File: src/rtl/cpu_pkg.sv
// ---------------------------------------------------------------------------
// cpu_pkg
// Shared definitions for the execute / EXE-MEM pipeline slice:
//   - DATA_W_DEF : default datapath width (also the MUL iteration count)
//   - ALU_*      : 4-bit ALU operation codes carried on ealuc
//   - mul_state_t: states of the stage's multi-cycle MUL sequencer
// ---------------------------------------------------------------------------
package cpu_pkg;

    localparam int DATA_W_DEF = 32;

    localparam logic [3:0] ALU_ADD  = 4'd0;
    localparam logic [3:0] ALU_SUB  = 4'd1;
    localparam logic [3:0] ALU_AND  = 4'd2;
    localparam logic [3:0] ALU_OR   = 4'd3;
    localparam logic [3:0] ALU_XOR  = 4'd4;
    localparam logic [3:0] ALU_SLL  = 4'd5;
    localparam logic [3:0] ALU_SRL  = 4'd6;
    localparam logic [3:0] ALU_SRA  = 4'd7;
    localparam logic [3:0] ALU_SLT  = 4'd8;
    localparam logic [3:0] ALU_SLTU = 4'd9;
    localparam logic [3:0] ALU_LUI  = 4'd10;
    localparam logic [3:0] ALU_MUL  = 4'd11;

    typedef enum logic [1:0] {
        ST_IDLE = 2'd0,
        ST_BUSY = 2'd1,
        ST_DONE = 2'd2
    } mul_state_t;

endpackage

File: src/rtl/exe_mem_stage_if.sv
// ---------------------------------------------------------------------------
// exe_mem_stage_if
// Bundles the ID/EXE-side inputs and the EXE/MEM-side outputs of the
// execute stage.
//   slave  modport : used by exe_mem_stage (consumes e*, drives stall and m*)
//   master modport : used by whoever feeds the stage (drives e*, sees m*)
// Signals:
//   ein_valid, ewreg, em2reg, ewmem, ealuc[3:0], ealuimm, edestReg[4:0],
//   eqa, eqb, eimm32                          : ID/EXE register outputs
//   stall                                     : hold upstream this cycle
//   mvalid, mwreg, mm2reg, mwmem, mdestReg, mr, mqb : EXE/MEM register
// ---------------------------------------------------------------------------
interface exe_mem_stage_if
    import cpu_pkg::*;
#(
    parameter int DATA_W = DATA_W_DEF
);

    logic              ein_valid;
    logic              ewreg;
    logic              em2reg;
    logic              ewmem;
    logic [3:0]        ealuc;
    logic              ealuimm;
    logic [4:0]        edestReg;
    logic [DATA_W-1:0] eqa;
    logic [DATA_W-1:0] eqb;
    logic [DATA_W-1:0] eimm32;

    logic              stall;
    logic              mvalid;
    logic              mwreg;
    logic              mm2reg;
    logic              mwmem;
    logic [4:0]        mdestReg;
    logic [DATA_W-1:0] mr;
    logic [DATA_W-1:0] mqb;

    modport slave (
        input  ein_valid, ewreg, em2reg, ewmem, ealuc, ealuimm, edestReg,
               eqa, eqb, eimm32,
        output stall, mvalid, mwreg, mm2reg, mwmem, mdestReg, mr, mqb
    );

    modport master (
        output ein_valid, ewreg, em2reg, ewmem, ealuc, ealuimm, edestReg,
               eqa, eqb, eimm32,
        input  stall, mvalid, mwreg, mm2reg, mwmem, mdestReg, mr, mqb
    );

endinterface

File: src/rtl/mul_seq.sv
// ---------------------------------------------------------------------------
// mul_seq
// Radix-2 unsigned shift-add multiplier producing the low DATA_W bits of
// a*b in DATA_W iterations, one iteration per clock.
// Ports:
//   clock, resetn : clock, asynchronous active-low reset
//   start         : capture a/b, clear accumulator and counter
//   a, b          : operands (only sampled while start is high)
//   busy          : iterations in progress
//   done          : high during the final iteration; product is complete
//                   from the following cycle until the next start
//   product       : accumulated product
// ---------------------------------------------------------------------------
module mul_seq
    import cpu_pkg::*;
#(
    parameter int DATA_W = DATA_W_DEF
) (
    input  logic              clock,
    input  logic              resetn,
    input  logic              start,
    input  logic [DATA_W-1:0] a,
    input  logic [DATA_W-1:0] b,
    output logic              busy,
    output logic              done,
    output logic [DATA_W-1:0] product
);

    localparam int               CNT_W   = $clog2(DATA_W);
    localparam logic [CNT_W-1:0] LAST_IT = CNT_W'(DATA_W - 1);

    logic              r_busy;
    logic [CNT_W-1:0]  r_count;
    logic [DATA_W-1:0] r_mcand;
    logic [DATA_W-1:0] r_mplier;
    logic [DATA_W-1:0] r_acc;

    // Multiplicand shifts left and multiplier shifts right, so each step
    // only needs to look at the multiplier's LSB. Bits shifted beyond
    // DATA_W are dropped, which yields the product modulo 2^DATA_W.
    always_ff @(posedge clock or negedge resetn) begin
        if (!resetn) begin
            r_busy   <= 1'b0;
            r_count  <= '0;
            r_mcand  <= '0;
            r_mplier <= '0;
            r_acc    <= '0;
        end else if (start) begin
            r_busy   <= 1'b1;
            r_count  <= '0;
            r_mcand  <= a;
            r_mplier <= b;
            r_acc    <= '0;
        end else if (r_busy) begin
            if (r_mplier[0]) begin
                r_acc <= r_acc + r_mcand;
            end
            r_mcand  <= r_mcand << 1;
            r_mplier <= r_mplier >> 1;
            r_count  <= r_count + 1'b1;
            if (r_count == LAST_IT) begin
                r_busy <= 1'b0;
            end
        end
    end

    assign busy    = r_busy;
    assign done    = r_busy && (r_count == LAST_IT);
    assign product = r_acc;

endmodule

File: src/rtl/exe_mem_stage.sv
// ---------------------------------------------------------------------------
// exe_mem_stage
// Execute stage plus EXE/MEM pipeline register. Selects operand B, runs the
// ALU and registers result, store data and control into the MEM slot. MUL
// is handed to mul_seq and the stage stalls upstream until it finishes.
// Ports:
//   clock  : pipeline clock, rising edge
//   resetn : asynchronous active-low reset
//   bus    : exe_mem_stage_if.slave (ID/EXE inputs, stall, EXE/MEM outputs)
// ---------------------------------------------------------------------------
module exe_mem_stage
    import cpu_pkg::*;
#(
    parameter int DATA_W = DATA_W_DEF
) (
    input  logic            clock,
    input  logic            resetn,
    exe_mem_stage_if.slave  bus
);

    mul_state_t        r_state;
    mul_state_t        w_nextState;

    logic [DATA_W-1:0] w_opB;
    logic [4:0]        w_shamt;
    logic [DATA_W-1:0] w_aluRes;
    logic              w_isMul;

    logic              w_stall;
    logic              w_mulStart;
    logic              w_loadValid;
    logic              w_useProduct;

    logic              w_mulBusy;
    logic              w_mulDone;
    logic [DATA_W-1:0] w_product;

    logic              r_mvalid;
    logic              r_mwreg;
    logic              r_mm2reg;
    logic              r_mwmem;
    logic [4:0]        r_mdestReg;
    logic [DATA_W-1:0] r_mr;
    logic [DATA_W-1:0] r_mqb;

    assign w_opB   = bus.ealuimm ? bus.eimm32 : bus.eqb;
    assign w_shamt = w_opB[4:0];
    assign w_isMul = bus.ein_valid && (bus.ealuc == ALU_MUL);

    // Single-cycle ALU. MUL and the unused codes give 0 here; the MUL
    // result comes from mul_seq instead.
    always_comb begin
        w_aluRes = '0;
        case (bus.ealuc)
            ALU_ADD:  w_aluRes = bus.eqa + w_opB;
            ALU_SUB:  w_aluRes = bus.eqa - w_opB;
            ALU_AND:  w_aluRes = bus.eqa & w_opB;
            ALU_OR:   w_aluRes = bus.eqa | w_opB;
            ALU_XOR:  w_aluRes = bus.eqa ^ w_opB;
            ALU_SLL:  w_aluRes = bus.eqa << w_shamt;
            ALU_SRL:  w_aluRes = bus.eqa >> w_shamt;
            ALU_SRA:  w_aluRes = $unsigned($signed(bus.eqa) >>> w_shamt);
            ALU_SLT:  w_aluRes = {{(DATA_W-1){1'b0}}, ($signed(bus.eqa) < $signed(w_opB))};
            ALU_SLTU: w_aluRes = {{(DATA_W-1){1'b0}}, (bus.eqa < w_opB)};
            ALU_LUI:  w_aluRes = DATA_W'({w_opB[15:0], 16'h0000});
            default:  w_aluRes = '0;
        endcase
    end

    mul_seq #(
        .DATA_W (DATA_W)
    ) u_mulSeq (
        .clock   (clock),
        .resetn  (resetn),
        .start   (w_mulStart),
        .a       (bus.eqa),
        .b       (w_opB),
        .busy    (w_mulBusy),
        .done    (w_mulDone),
        .product (w_product)
    );

    // MUL sequencer state register.
    always_ff @(posedge clock or negedge resetn) begin
        if (!resetn) begin
            r_state <= ST_IDLE;
        end else begin
            r_state <= w_nextState;
        end
    end

    // Next state. BUSY also bails out to IDLE if the multiplier is somehow
    // not running, so the pipeline can never stall forever.
    always_comb begin
        w_nextState = r_state;
        case (r_state)
            ST_IDLE: if (w_isMul) w_nextState = ST_BUSY;
            ST_BUSY: begin
                if (w_mulDone) begin
                    w_nextState = ST_DONE;
                end else if (!w_mulBusy) begin
                    w_nextState = ST_IDLE;
                end
            end
            ST_DONE: w_nextState = ST_IDLE;
            default: w_nextState = ST_IDLE;
        endcase
    end

    // Outputs of the sequencer. The MUL's capture cycle already stalls so
    // the held operands are still valid one cycle later; DONE releases the
    // stall and retires the product together with the held control bits.
    always_comb begin
        w_stall      = 1'b0;
        w_mulStart   = 1'b0;
        w_loadValid  = 1'b0;
        w_useProduct = 1'b0;
        case (r_state)
            ST_IDLE: begin
                w_stall     = w_isMul;
                w_mulStart  = w_isMul;
                w_loadValid = bus.ein_valid && !w_isMul;
            end
            ST_BUSY: w_stall = 1'b1;
            ST_DONE: begin
                w_loadValid  = 1'b1;
                w_useProduct = 1'b1;
            end
            default: ;
        endcase
    end

    // Reset gates stall so it falls together with the asynchronous reset
    // even while upstream still presents the MUL.
    assign bus.stall = resetn && w_stall;

    // EXE/MEM pipeline register; anything not loaded as a real instruction
    // becomes an all-zero bubble.
    always_ff @(posedge clock or negedge resetn) begin
        if (!resetn) begin
            r_mvalid   <= 1'b0;
            r_mwreg    <= 1'b0;
            r_mm2reg   <= 1'b0;
            r_mwmem    <= 1'b0;
            r_mdestReg <= '0;
            r_mr       <= '0;
            r_mqb      <= '0;
        end else if (w_loadValid) begin
            r_mvalid   <= 1'b1;
            r_mwreg    <= bus.ewreg;
            r_mm2reg   <= bus.em2reg;
            r_mwmem    <= bus.ewmem;
            r_mdestReg <= bus.edestReg;
            r_mr       <= w_useProduct ? w_product : w_aluRes;
            r_mqb      <= bus.eqb;
        end else begin
            r_mvalid   <= 1'b0;
            r_mwreg    <= 1'b0;
            r_mm2reg   <= 1'b0;
            r_mwmem    <= 1'b0;
            r_mdestReg <= '0;
            r_mr       <= '0;
            r_mqb      <= '0;
        end
    end

    assign bus.mvalid   = r_mvalid;
    assign bus.mwreg    = r_mwreg;
    assign bus.mm2reg   = r_mm2reg;
    assign bus.mwmem    = r_mwmem;
    assign bus.mdestReg = r_mdestReg;
    assign bus.mr       = r_mr;
    assign bus.mqb      = r_mqb;

endmodule

File: src/flat_wrapper.sv
// flat-port wrapper written by rule: the top's interface ports become plain ports
module exe_mem_stage_flat import cpu_pkg::*;
#(
    parameter int DATA_W = DATA_W_DEF
)
  (clock, resetn, bus_ein_valid, bus_ewreg, bus_em2reg, bus_ewmem, bus_ealuc, bus_ealuimm, bus_edestReg, bus_eqa, bus_eqb, bus_eimm32, bus_stall, bus_mvalid, bus_mwreg, bus_mm2reg, bus_mwmem, bus_mdestReg, bus_mr, bus_mqb);
  exe_mem_stage_if #(.DATA_W(DATA_W)) bus_i ();
  input  logic clock;
  input  logic resetn;
  input wire logic [$bits(bus_i.ein_valid)-1:0] bus_ein_valid;
  input wire logic [$bits(bus_i.ewreg)-1:0] bus_ewreg;
  input wire logic [$bits(bus_i.em2reg)-1:0] bus_em2reg;
  input wire logic [$bits(bus_i.ewmem)-1:0] bus_ewmem;
  input wire logic [$bits(bus_i.ealuc)-1:0] bus_ealuc;
  input wire logic [$bits(bus_i.ealuimm)-1:0] bus_ealuimm;
  input wire logic [$bits(bus_i.edestReg)-1:0] bus_edestReg;
  input wire logic [$bits(bus_i.eqa)-1:0] bus_eqa;
  input wire logic [$bits(bus_i.eqb)-1:0] bus_eqb;
  input wire logic [$bits(bus_i.eimm32)-1:0] bus_eimm32;
  output wire logic [$bits(bus_i.stall)-1:0] bus_stall;
  output wire logic [$bits(bus_i.mvalid)-1:0] bus_mvalid;
  output wire logic [$bits(bus_i.mwreg)-1:0] bus_mwreg;
  output wire logic [$bits(bus_i.mm2reg)-1:0] bus_mm2reg;
  output wire logic [$bits(bus_i.mwmem)-1:0] bus_mwmem;
  output wire logic [$bits(bus_i.mdestReg)-1:0] bus_mdestReg;
  output wire logic [$bits(bus_i.mr)-1:0] bus_mr;
  output wire logic [$bits(bus_i.mqb)-1:0] bus_mqb;
  assign bus_i.ein_valid = bus_ein_valid;
  assign bus_i.ewreg = bus_ewreg;
  assign bus_i.em2reg = bus_em2reg;
  assign bus_i.ewmem = bus_ewmem;
  assign bus_i.ealuc = bus_ealuc;
  assign bus_i.ealuimm = bus_ealuimm;
  assign bus_i.edestReg = bus_edestReg;
  assign bus_i.eqa = bus_eqa;
  assign bus_i.eqb = bus_eqb;
  assign bus_i.eimm32 = bus_eimm32;
  assign bus_stall = bus_i.stall;
  assign bus_mvalid = bus_i.mvalid;
  assign bus_mwreg = bus_i.mwreg;
  assign bus_mm2reg = bus_i.mm2reg;
  assign bus_mwmem = bus_i.mwmem;
  assign bus_mdestReg = bus_i.mdestReg;
  assign bus_mr = bus_i.mr;
  assign bus_mqb = bus_i.mqb;
  exe_mem_stage #(.DATA_W(DATA_W)) u_core (.clock(clock), .resetn(resetn), .bus(bus_i));
endmodule
File: config.mk
export PLATFORM = sky130hd
export DESIGN_NAME = exe_mem_stage_flat
export DESIGN_NICKNAME = d
export VERILOG_FILES = /design/src/rtl/cpu_pkg.sv /design/src/rtl/exe_mem_stage_if.sv /design/src/rtl/mul_seq.sv /design/src/rtl/exe_mem_stage.sv /design/src/flat_wrapper.sv
export SDC_FILE = /design/constraint.sdc
export NUM_CORES = 1
export LEC_CHECK = 0
export CAP_MARGIN = 20
export CELL_PAD_IN_SITES_DETAIL_PLACEMENT = 1
export CELL_PAD_IN_SITES_GLOBAL_PLACEMENT = 1
export CORE_MARGIN = 4
export CORE_UTILIZATION = 47
export DETAILED_ROUTE_END_ITERATION = 7
export PLACE_DENSITY_LB_ADDON = 0.1
export REMOVE_ABC_BUFFERS = 1
export SLEW_MARGIN = 10
export SYNTH_ARGS = -nofsm -noshare
export SYNTH_HDL_FRONTEND = slang
export SYNTH_SLANG_ARGS = --single-unit
File: constraint.sdc
create_clock -name clock -period 5.8 [get_ports clock]
set_input_delay 1.16 -clock clock [delete_from_list [all_inputs] [get_ports clock]]
set_output_delay 1.16 -clock clock [all_outputs]
set_load 0.02 [all_outputs]
# Word level (Yosys, flattened, before mapping)
# Cells that the tools add are included.
[classes]
magnitude_cmp = 2
addsub = 4
bitwise_logic = 3
n_reduce_logical = 11
muxes = 30
shifts = 3
eq_ne = 16
[op_table]
columns = ["operator", "count"]
rows = [
  ["$mux W32", 11],
  ["$pmux W32 S11", 1],
  ["$add A32 B32 Y32", 2],
  ["$lt A32 B32 Y1", 2],
  ["$and A32 B32 Y32", 1],
  ["$or A32 B32 Y32", 1],
  ["$shl A32 B5 Y32", 1],
  ["$shr A32 B5 Y32", 1],
  ["$sshr A32 B5 Y32", 1],
  ["$sub A32 B32 Y32", 1],
  ["$xor A32 B32 Y32", 1],
  ["$eq A4 B3 Y1 const B", 4],
  ["$eq A4 B4 Y1 const B", 4],
  ["$mux W5", 3],
  ["$mux W1", 9],
  ["$eq A4 B2 Y1 const B", 2],
  ["$mux W2", 3],
  ["$add A5 B1 Y5 const B", 1],
  ["$eq A5 B5 Y1 const B", 1],
  ["$eq A4 B1 Y1 const B", 1],
  ["$logic_and A1 B1 Y1", 4],
  ["$logic_not A4 Y1", 1],
  ["$pmux W1 S2", 2],
  ["$pmux W2 S2", 1],
  ["other kinds (8)", 10],
]
[word_totals]
input_bits = 112
output_inout_bits = 74
elab_cells = 82
register_bits = 177

# Depth between registers and ports, before layout
# Gate-level depths: netlist (run 1).
[logic_depth]
depth_word = 6
mapped_depth = 18
depth_no_buf = 15

# Hierarchy
# A second synthesis (run 1) with hierarchy kept.
[unflattened]
cells_unflattened = 2289
hier_area_um2 = 18863.1
[by_module_without_submodules]
columns = ["mod", "instances", "area_per_inst_um2", "cells_each"]
rows = [
  ["exe_mem_stage", 1, 12814.8, 1624],
  ["mul_seq", 1, 6048.3, 665],
]

# Worst setup path before layout (run 1)
# Ideal clock, no wire load.
[synth_path]
kind = "input to register"
startpoint = "input port bus_ealuimm"
endpoint = "register u_core.r_mr[27], in the netlist u_core.bus.mr[27]"
path_buffers = 4
t_required_ns = 5.656
slack_ns = 0.807
setup_time_ns = 0.144
stages = 16
arrival_ns = 4.848
path_cell_list = "buf_4 > buf_1 > buf_2 > buf_1 > mux2i_1 > ha_1 > a21o_1 > a21o_1 > a21oi_1 > o21ai_0 > a221oi_1 > o21ai_0 > a21oi_1 > nand3_1 > a221oi_1 > o221ai_1"
[synth_via]
elab_chain_len = 5
word_cells_on_any_way = 12
cone_classes = "2 x add/sub; 3 x shift; 4 x mux; 3 x bitwise"
[synth_lines]
columns = ["item", "line", "text"]
rows = [
  ["start, declared", "flat_wrapper.sv:15", "input wire logic [$bits(bus_i.ealuimm)-1:0] bus_ealuimm;"],
  ["$mux W32 (*)", "exe_mem_stage.sv:46", "assign w_opB = bus.ealuimm ? bus.eimm32 : bus.eqb;"],
  ["$sub A32 B32 Y32, or another cell as far along", "exe_mem_stage.sv:56", "ALU_SUB: w_aluRes = bus.eqa - w_opB;"],
  ["$pmux W32 S11 (*)", "exe_mem_stage.sv:54", "case (bus.ealuc)"],
  ["$mux W32 (*)", "exe_mem_stage.sv:154", "r_mr <= w_useProduct ? w_product : w_aluRes;"],
  ["$mux W32 (*)", "exe_mem_stage.sv:148", "end else if (w_loadValid) begin"],
  ["end signal, assigned", "exe_mem_stage.sv:154", ""],
  ["end, declared", "exe_mem_stage.sv:43", "logic [DATA_W-1:0] r_mr;"],
]
# Mark *: on every way between the ends. The rest lies on a longest branch, timed or not.
# A chain may end at the register's enable or synchronous reset.

# Worst setup path after layout (run 1)
# Ends and elaborated chain as after synthesis.

==> metrics, run 1 <==
Clk Latency, worst-skew pair 490 ps; asr flop ratio synth 1.00; Root Buffer clkbuf_16; FF-to-FF End u_core.u_mulSeq.product[31]; fin worst setup slack 557 ps; GRT Util Overall 0.424; H-tree levels 4; Worst Setup End Kind flip-flop; DR WL met3 9160 µm; vias in the first global route 20,500; most frequent cells in the layout 257 x a21oi_1, 229 x nand2_1, 228 x nor2_1; Clock Path Buffers 2; buffers and inverters on the worst path 3; cells after synthesis 2,263; hold_sp u_core.u_mulSeq.r_mplier[31]; reg2reg start u_core.u_mulSeq.product[1]; status complete, no violations; register area share after synthesis 0.252; Tcrit/Tclk final 0.904; row cnt 70; share of layout cells above drive strength 1 0.0728; WHS 540 ps; pin count of the biggest net entering global routing 74; Placement Cell Area 0.0202 mm²; top sig layer met5; vias 19,900; ANT nets after route 0; Slew HR 0.356; average size of a mapped cell 7.75 µm²; Crit-path slowest cell a221oi_1; family with the most delay on the worst path compound AO/OA/AOI/OAI gates; flop-to-flop setup slack 1710 ps; met2 wire length 38,800 µm; Final GP Congestion 1.08; Final Hold Fails 0; Max Slew Vio Count 0; Worst Path Required 6110 ps; Synth Flop Type dfrtp_1; Core Area 0.0367 mm²; Iter 0 DRT Violations 2,181; DRC Markers 0; Syn. warnings 0; clk slew on worst S/H paths 80 ps; hold depth 2; Final min period 5240 ps; die area 0.0405 mm²; Die W 201 µm; reg2reg path depth 11; area grow syn2layout 18.2%; I/O Pins 186; CTS Hold Bufs 0; final setup vio count 0; total gr overflow 0; pre-CTS setup slack 271 ps; Post-CTS Resized 0; HP Class reg -> reg; setup TNS after final layout 0 ps; Total Wirelength 88,600 µm; Max-Cap Viols 0; fmax 0.191 GHz; post-route cell area 0.0207 mm²; maximum VDD drop 0.386 mV; most common cell after layout, fill and taps aside a21oi_1; Slew @ Worst Pin 956 ps; input/output buffers 185; Setup Fix Bufs, Post-CTS 0; Critical Path AT 5550 ps; CP peak stage delay 620 ps; number of synthesized register bits 177; Num CTS Buffers 17; Post-synth EDFFs 0; Leak 9.48 nW; RSZ-0062 raised after global routing no; Netlist Area Pre-Place 0.0175 mm²; first-pass GRT wire length 132,000 µm; crit path max fanout 14; WL met1 35,100 µm; initial antenna violation count 1; clock skew 15.5 ps; clk sinks 177; first drt pass iteration count 6; Distinct cells, synth 87; Hold Path End u_core.u_mulSeq.r_mplier[31]; crit-path cells buf_2 -> buf_4 -> mux2i_1 -> ha_1 -> buf_4 -> a21o_1 -> a21o_1 -> a21oi_1 -> o21ai_0 -> a221oi_1 -> o21ai_0 -> a21oi_1 -> nand3_1 -> a221oi_1 -> o221ai_1; post-DR wirelength/cell 30.6 µm; Worst Setup Path Type in -> reg; chip height 201 µm; Vias/cell 6.87; post-detail-place hpwl 68,100 µm; Nets 2,669; Critical Path Start Type input pin; Initial Utilization 0.478; TritonCTS clock tree yes; Pwr Density 356 mW/mm²
[cell type report]
| cell class | instances | area [µm²] |
|---|---|---|
| tap | 468 | 586 |
| sequential | 177 | 4430 |
| antenna | 1 | 2.50 |
| timing repair buffer | 282 | 2580 |
| clock buffer | 19 | 443 |
| multi-input combinational | 1831 | 12200 |
| clock inverter | 13 | 123 |
| inverter | 108 | 405 |
| fill | 4458 | 16000 |
[registers in the layout, indices dropped and copies added (netlist names)]
| signal | cells |
|---|---|
| u_core.bus.mqb | 32 |
| u_core.bus.mwmem | 1 |
| u_core.u_mulSeq.r_mcand | 32 |
| u_core.u_mulSeq.r_count | 5 |
| u_core.bus.mwreg | 1 |
| u_core.bus.mr | 32 |
| u_core.bus.mvalid | 1 |
| u_core.bus.mm2reg | 1 |
| u_core.r_state | 2 |
| u_core.u_mulSeq.r_mplier | 32 |
| u_core.u_mulSeq.product | 32 |
| u_core.u_mulSeq.busy | 1 |
| u_core.bus.mdestReg | 5 |
[report_power, final]
| part | internal [mW] | switching (mW) | total [mW] |
|---|---|---|---|
| Combinational | 1.61 | 2.56 | 4.17 |
| Sequential | 1.62 | 0.389 | 2.01 |
| Clock | 0.578 | 0.625 | 1.20 |
[cells by family (layout without fill, tap and decap cells)]
group,count (synthesis),after routing,share of synthesized area
AO/OA/AOI/OAI,754,754,0.276
XOR/XNOR,36,36,0.0180
adder cells (fa/ha/maj),140,140,0.101
buffers and inverters,255,422,0.0570
flip-flops,177,177,0.252
multiplexers,187,187,0.109
other,0,1,0
AND/OR/NAND/NOR,714,714,0.186
[layer usage]
metal  track usage  up-vias
li1              -     8531
met1         0.546     9865
met2         0.661     1215
met3         0.105      303
met4         0.221        2
met5             0        -
[stage by stage]
stage | cells | util | total power, mW
floorplan | 2116 | - | 4.58
detailed placement | 2866 | 0.549 | 6.04
global route | 2898 | 0.565 | 7.78
global placement | 2866 | 0.549 | 5.72
finish | 2899 | 0.565 | 7.38
CTS | 2898 | 0.565 | 7.25
[cell usage after synthesis (23+ instances only)]
| cell type | number | area (µm²) |
|---|---|---|
| nor2_1 | 229 | 860 |
| nand2_1 | 230 | 863 |
| a31oi_1 | 26 | 163 |
| and2_1 | 57 | 357 |
| a21o_1 | 32 | 240 |
| clkbuf_1 | 101 | 379 |
| nand3_1 | 43 | 215 |
| nor3_1 | 34 | 170 |
| mux2i_1 | 175 | 1750 |
| a21oi_1 | 257 | 1290 |
| nor2b_1 | 31 | 194 |
| inv_1 | 103 | 387 |
| buf_1 | 23 | 86.3 |
| a221oi_1 | 24 | 210 |
| o22ai_1 | 24 | 150 |
| o21ai_0 | 126 | 631 |
| a211oi_1 | 43 | 323 |
| dfrtp_1 | 177 | 4430 |
| o211ai_1 | 44 | 330 |
| ha_1 | 137 | 1710 |
[worst max path at each step]
stage / from / depth (start not counted) / to / slack, ps
final: bus_ealuimm / 15 / u_core.bus.mr[27] / 560
after global routing: bus_ealuimm / 15 / u_core.bus.mr[27] / 450
after CTS: bus_ealuimm / 15 / u_core.bus.mr[27] / 780
after detailed placement: bus_ealuimm / 15 / u_core.bus.mr[27] / 270
after global placement: bus_ealuimm / 15 / u_core.bus.mr[27] / 440
after floorplan: bus_ealuimm / 13 / u_core.bus.mr[28] / -1700
[worst register-to-register path, cell delays in order (launching register included)]
cell and delay, ps:
dfrtp_1 470, ha_1 370, a211oi_1 550, o211ai_1 280
a221oi_1 770, or3_1 210, o211ai_1 230, a221o_1 440
or3_1 310, nand3_1 100, xor2_1 160, nor2_1 50
Power figures use the tool's default switching activity.
==> run 2, diff against run 1 <==
--- a/config.mk
+++ b/config.mk
@@ -9,8 +9,9 @@
 export CELL_PAD_IN_SITES_DETAIL_PLACEMENT = 1
 export CELL_PAD_IN_SITES_GLOBAL_PLACEMENT = 1
 export CORE_MARGIN = 4
-export CORE_UTILIZATION = 47
+export CORE_UTILIZATION = 53
 export DETAILED_ROUTE_END_ITERATION = 7
+export DONT_BUFFER_PORTS = 1
 export PLACE_DENSITY_LB_ADDON = 0.1
 export REMOVE_ABC_BUFFERS = 1
 export SLEW_MARGIN = 10
==> run 2 against run 1 <==
Global-route usage rose by 2.2 points. Clock-buffer cell count did not move. Worst setup slack better by 530 ps. Register-to-register slack improved by 460 ps. Critical endpoint is now u_core.bus.mr[17].
==> metrics, run 2 (synthesized netlist as in run 1, its figures left out) <==
crit path max fanout 34; crit-path cells mux2i_1 -> ha_1 -> or4_4 -> or4_1 -> or3_4 -> and2_1 -> a221o_1 -> a21oi_1 -> o21ai_1; area grow syn2layout 5.13%; Final Hold Fails 0; post-DR wirelength/cell 31.5 µm; most frequent cells in the layout 257 x a21oi_1, 229 x nand2_1, 228 x nor2_1; ANT nets after route 0; Layout Cells excl Fill 2,626; input/output buffers 0; Core Util, Final 0.566; final setup vio count 0; vias 19,000; vias in the first global route 19,300; CTS Hold Bufs 0; Worst Path Required 6130 ps; pre-CTS setup slack 832 ps; post-detail-place hpwl 61,400 µm; most common cell after layout, fill and taps aside a21oi_1; Total Wirelength 82,800 µm; Slew HR 0.334; first-pass GRT wire length 123,000 µm; Max Slew Vio Count 0; clock share of power 0.178; Worst Setup Path Type in -> reg; H-tree levels 4; Root Buffer clkbuf_16; Iter 0 DRT Violations 2,728; Internal Power 3.72 mW; share of layout cells above drive strength 1 0.0527; Initial Utilization 0.538; row cnt 66; first drt pass iteration count 7; combinational power share 0.522; pin count of the biggest net entering global routing 179; Num CTS Buffers 17; clk sinks 177; HP Class in -> async; Final GP Congestion 1.06; Max-Cap Viols 0; clk slew on worst S/H paths 70 ps; Fill cells 4,019; fmax 0.212 GHz; Leak 8.50 nW; Setup Fix Bufs, Post-CTS 0; die area 0.0361 mm²; Nets 2,423; CP peak stage delay 700 ps; Vias/cell 7.24; Sw Share 0.480; DRC Markers 0; clock skew 13.5 ps; buffers and inverters on the worst path 0; family with the most delay on the worst path simple AND/OR/NAND/NOR gates; placed cells 2,594; Slew @ Worst Pin 988 ps; Clock Path Buffers 2; Final min period 4720 ps; Clk Latency, worst-skew pair 480 ps; maximum VDD drop 0.374 mV; I/O Pins 186; TritonCTS clock tree yes; Seq pwr share 0.300; Psw 3.43 mW; Pwr Density 388 mW/mm²; initial antenna violation count 1; antenna cell count 0; status complete, no violations; WHS 378 ps; Worst Setup End Kind flip-flop; chip height 190 µm; Core Area 0.0326 mm²; setup TNS after final layout 0 ps; Critical Path AT 5050 ps; Post-CTS Resized 0; fin worst setup slack 1080 ps; GRT Util Overall 0.446; Critical Path Start Type input pin; total gr overflow 0; RSZ-0062 raised after global routing no; Die W 190 µm; Tcrit/Tclk final 0.813; Crit-path slowest cell mux2i_1
## run 2: cell types whose count changed in the layout (fill, tap and decap cells not counted), sizes merged
cell / before / now
buf: 98 / 36
bufinv: 0 / 2
clkbuf: 20 / 19
clkdlybuf4s50: 183 / 0
clkinv: 5 / 7
diode: 1 / 0
inv: 114 / 110
## run 2: final cells by class
type / instances / area (µm²) / share of cell area
Clock buffer: 19 / 453 / 0.0246
Clock inverter: 13 / 153 / 0.00828
Inverter: 108 / 405 / 0.0220
Multi-Input combinational cell: 1831 / 12200 / 0.660
Sequential cell: 177 / 4430 / 0.240
Tap cell: 442 / 553 / 0.0300
Timing Repair Buffer: 36 / 283 / 0.0153
## run 2: worst paths after layout
path                                         startpoint                           end  slack (ps)  cells past startpoint
min in group clock         u_core.u_mulSeq.r_mplier[17]  u_core.u_mulSeq.r_mplier[16]         540                      2
setup / recovery                            bus_ealuimm             u_core.bus.mr[17]        1080                      9
setup reg to reg             u_core.u_mulSeq.product[1]   u_core.u_mulSeq.product[25]        2170                     11
max in group asynchronous                        resetn              u_core.bus.mr[3]        4770                      0
hold / removal                                   resetn             u_core.bus.mqb[8]         380                      0
hold reg to reg            u_core.u_mulSeq.r_mplier[17]  u_core.u_mulSeq.r_mplier[16]         540                      2
## run 2: power groups by stage
| stage | clock (mW) | sequential (mW) | combinational, mW |
|---|---|---|---|
| floorplan | 0 | 1.98 | 2.61 |
| global route | 1.31 | 2.17 | 4.04 |
| global placement | 0 | 2.09 | 3.30 |
| detailed placement | 0 | 2.12 | 3.56 |
| finish | 1.27 | 2.15 | 3.73 |
| CTS | 1.27 | 2.11 | 3.66 |
## run 2: metal layers
metal  wire length, µm  share of wire  up-vias  track usage
li1                  -              -     8032            -
met1             32200           0.39     9406        0.579
met2             36400           0.44     1291        0.693
met3              9150           0.11      290        0.102
met4              5130          0.062        0        0.237
met5                 0              0        -            0
## run 2: per-stage QoR
stage / instance area, µm² / power, mW
after detailed placement: 17800 / 5.68
after global routing: 18400 / 7.52
after CTS: 18400 / 7.03
final: 18400 / 7.16
after floorplan: 17000 / 4.58
after global placement: 17800 / 5.39
